<file path="src/rtl/wb_check_pkg.sv">
// Shared types and the entry comparison rule for the commit-trace scoreboard.
// The trace entry layout is fixed at 32-bit PC/data to match the RV32I core.
package wb_check_pkg;

  localparam int TRACE_XLEN = 32;

  typedef struct packed {
    logic [TRACE_XLEN-1:0] pc;
    logic [4:0]            rd;
    logic [TRACE_XLEN-1:0] val;
    logic [TRACE_XLEN-1:0] mask;
    logic                  nz;
  } trace_entry_t;

  typedef enum logic [1:0] {
    IDLE = 2'd0,
    RUN  = 2'd1,
    DONE = 2'd2,
    HALT = 2'd3
  } chk_state_t;

  // nz entries accept any non-zero value; otherwise only masked bits are compared
  function automatic logic entry_match(
    input trace_entry_t          e,
    input logic [TRACE_XLEN-1:0] pc,
    input logic [4:0]            rd,
    input logic [TRACE_XLEN-1:0] data
  );
    logic data_ok;
    if (e.nz) begin
      data_ok = (data != {TRACE_XLEN{1'b0}});
    end else begin
      data_ok = (((data ^ e.val) & e.mask) == {TRACE_XLEN{1'b0}});
    end
    return (pc == e.pc) && (rd == e.rd) && data_ok;
  endfunction

endpackage

</file>
<file path="src/rtl/wb_trace_table.sv">
// Expected-trace storage: one synchronous write port, one combinational read port.
// Contents are deliberately not reset so a loaded table survives a reset.
module wb_trace_table
  import wb_check_pkg::*;
#(
  parameter int DEPTH = 32,
  parameter int IDX_W = $clog2(DEPTH + 1)
) (
  input  logic             clk,
  input  logic             we,
  input  logic [IDX_W-1:0] widx,
  input  trace_entry_t     wentry,
  input  logic [IDX_W-1:0] ridx,
  output trace_entry_t     rentry
);

  localparam int AW = (DEPTH > 1) ? $clog2(DEPTH) : 1;
  localparam logic [IDX_W-1:0] DEPTH_I = IDX_W'(DEPTH);

  trace_entry_t mem_r [DEPTH];

  // Entry write; indices past the table end are dropped
  always_ff @(posedge clk) begin
    if (we && (widx < DEPTH_I)) begin
      mem_r[widx[AW-1:0]] <= wentry;
    end
  end

  // Combinational lookup, all-zero entry for out-of-range indices
  always_comb begin
    if (ridx < DEPTH_I) begin
      rentry = mem_r[ridx[AW-1:0]];
    end else begin
      rentry = {$bits(trace_entry_t){1'b0}};
    end
  end

endmodule

</file>
<file path="config.mk">
export PLATFORM = sky130hd
export DESIGN_NAME = wb_trace_table
export DESIGN_NICKNAME = d
export VERILOG_FILES = /design/src/rtl/wb_check_pkg.sv /design/src/rtl/wb_trace_table.sv
export SDC_FILE = /design/constraint.sdc
export NUM_CORES = 2
export LEC_CHECK = 0
export ABC_CLOCK_PERIOD_IN_PS = 9300
export CORE_MARGIN = 3
export CORE_UTILIZATION = 55
export DETAILED_ROUTE_END_ITERATION = 6
export MAX_ROUTING_LAYER = met4
export PLACE_DENSITY = 0.83
export RECOVER_POWER = 25
export SLEW_MARGIN = 0
export SYNTH_ARGS = -nofsm -noshare
export SYNTH_HDL_FRONTEND = slang
export SYNTH_SLANG_ARGS = --single-unit
</file>
<file path="constraint.sdc">
create_clock -name clk -period 9.3 [get_ports clk]
set_clock_uncertainty 0.1 [all_clocks]
set_input_delay 1.86 -clock clk [delete_from_list [all_inputs] [get_ports clk]]
set_output_delay 1.86 -clock clk [all_outputs]
set_load 0.005 [all_outputs]
</file>
==> out/results.ini <==
[sta]
setup_tns_ns = 0
slew_viol_final = 0
hold_violations = 0
finalCritPeriodShare_pct = 81.9
whs_ns = 2.00
slew-limit-headroom_pct = 2.68
timing.fmax_mhz = 131
setup_viol = 0
worst_slew_pin_slew_ns = 1.45
period_needed_ns = 7.61
rsz0062_at_grt = no

[yosys]
netlist_area_um2 = 125000
synth_area_per_cell_um2 = 23.8
synthCells = 5226
synth_top_area_share_pct = 78.7
ys_ff_latch = 3264
yosys_most_used_dff = edfxtp_1
ys_top_cells_by_count = 3,264 x edfxtp_1, 723 x mux4_2, 200 x a22oi_1
yosysTopAreaCell = edfxtp_1
synth_most_common_cell = edfxtp_1
yosysUniqueCellTypes = 63
netlist_top_cells_area = edfxtp_1 79%, mux4_2 13%, mux4_1 1.7%
ys_warn_count = 0
async_reset_ff_share_pct = 0
syn_nets = 5342
yosysSeqAreaShare_pct = 78.7
synth_enable_flop_cells = 3264

[power]
internal-power_uw = 23900
p_leak_uw = 0.0435
p_per_area_nw_per_um2 = 216
seq_power_share_pct = 54.0
clkPwrFrac_pct = 41.2
irDropWorstVdd_mv = 0.197
switchingPower_uw = 6310
sw_frac_of_total_pct = 20.9
combPwrFrac_pct = 4.9

[global_route]
grtUsageTotal_pct = 30.2
antenna_found_initial = 41
grt_pass1_vias = 64400
grt_pass1_wl_mm = 479
grt_overflow = 0
grt_max_degree = 139

[critical_path]
max_stage_delay_ns = 0.87
path_cells = buf_4, buf_4, nand2b_1, nor3_1, or4_1, a221oi_1, clkdlybuf4s50_1
worstSetupEndpointType = primary output
start_kind = input pin
worst_ep_required_time_ns = 7.34
path_class = input pin to primary output
cp_top_family = buffers and inverters
cp.arrival_ns = 5.65
path_max_fanout = 28
crit_slowest_cell = a221oi_1
cp_num_buf_inv = 3
timing.critical_path.mode_cell = buf_4

[cells_and_area]
final_util_pct = 62.3
layout-drive-gt1-share_pct = 24.0
nets = 5713
largest_reg_flops = 3264
nFillCells = 13800
area_growth_pct = 12.5

[clock_network]
hold_buffers = 0
clk_path_buf_depth = 4
cts_resized = 0
cts_made_buffers = 314
post-cts-setup-buffers = 0
clock_tree.htree_level_count = 5
clock-root-buffer = clkbuf_16
clk_pin_slew_ns = 0.07
cts.sink_count = 3264
cts_tree = yes

[placed_design]
io_buffers = 217
dp.final_hpwl_mm = 152
place_congestion = 0.764

[floorplan]
core_area_um2 = 225000
start_util_pct = 55.4
die_h_um = 482
ioPinCount = 218
fp.dieArea_um2 = 232000
dieWidth_um = 482
rows = 174

[run_status]
status = completed

[route]
drc = 0
num_vias = 63000
firstDrtPassIters = 6
drt_first_iter_violations = 10900
wl_per_cell_um = 38.3
routed_via_density = 7.12
antenna_left = 0
drt_wl_total_mm = 339

[worst_hold_path]
min_path_type = input pin to flip-flop

[run]
maxCapViolations = 0

==> cells in the final DEF (no fill, tap or decap), drive strengths merged, types with 6 or more instances in the layout <==
master,synthesis,routed
edfxtp,3264,3264
mux4,804,804
clkbuf,105,380
a22oi,200,200
clkdlybuf4s50,2,149
buf,188,141
clkinv,0,122
nand2,111,111
a22o,86,86
nor2,84,84
dlygate4sd3,0,62
o21ai,45,45
mux2,44,44
o22ai,44,44
mux2i,37,37
diode,0,32
bufinv,0,27
a211oi,21,21
nor2b,19,19
a2111oi,19,19
nand2b,17,17
a21oi,14,14
nor3,14,14
a221oi,13,13
a221o,13,13
nor4,11,11
or3,9,9
o22a,9,9
inv,2,8
clkinvlp,0,7
o221ai,6,6
o32ai,6,6
==> metrics by stage <==
step	total power [uW]	setup WS [ns]	instances	instance area, um2
final	30200	1.69	8847	140000
after global routing	30900	1.63	8840	140000
after CTS	30300	1.56	8814	140000
after detailed placement	18100	1.71	8272	130000
after global placement	18000	1.75	8272	130000
after floorplan	17400	1.88	5226	125000
==> routing by layer <==
metal	vias to the layer above	GRT usage, %	routed length, um
li1	23400	-	-
met1	32600	39.2	111000
met2	5882	46.6	167000
met3	1009	7.15	45400
met4	0	12.5	15000
met5	-	-	0
==> final cells by class <==
cell class                      instances  area, um2  area share (%)
Sequential cell                      3264      98000            70.0
Clock buffer                          380       8250            5.89
Antenna cell                           32       80.1          0.0572
Clock inverter                        162       1470            1.05
Timing Repair Buffer                  352       3680            2.63
Multi-Input combinational cell       1663      24800            17.7
Tap cell                             2992       3740            2.67
Inverter                                2       7.51         0.00536
==> cells by family (layout without fill, tap and decap cells) <==
group                  Yosys count  in the layout  synth area share, %
AO/OA/AOI/OAI                  489            489                 3.06
buffers and inverters          299            896                 1.64
flip-flops                    3264           3264                 78.7
multiplexers                   885            885                 15.5
other                            0             32                    0
AND/OR/NAND/NOR                289            289                 1.09
==> final timing paths <==
kind | from | endpoint | slack [ns] | cells past startpoint
hold / removal | wentry[1] | mem_r[18][1]$_DFFE_PP_ | 2.00 | 1
setup / recovery | ridx[3] | rentry[78] | 1.69 | 7
==> power groups by stage <==
stage / clock, uW / sequential (uW) / combinational, uW
after global placement: 0 / 16600 / 1390
after detailed placement: 0 / 16600 / 1430
final: 12400 / 16300 / 1470
after CTS: 12500 / 16300 / 1460
after global routing: 13000 / 16300 / 1550
after floorplan: 0 / 16600 / 810
(Power assumes the default switching activity.)
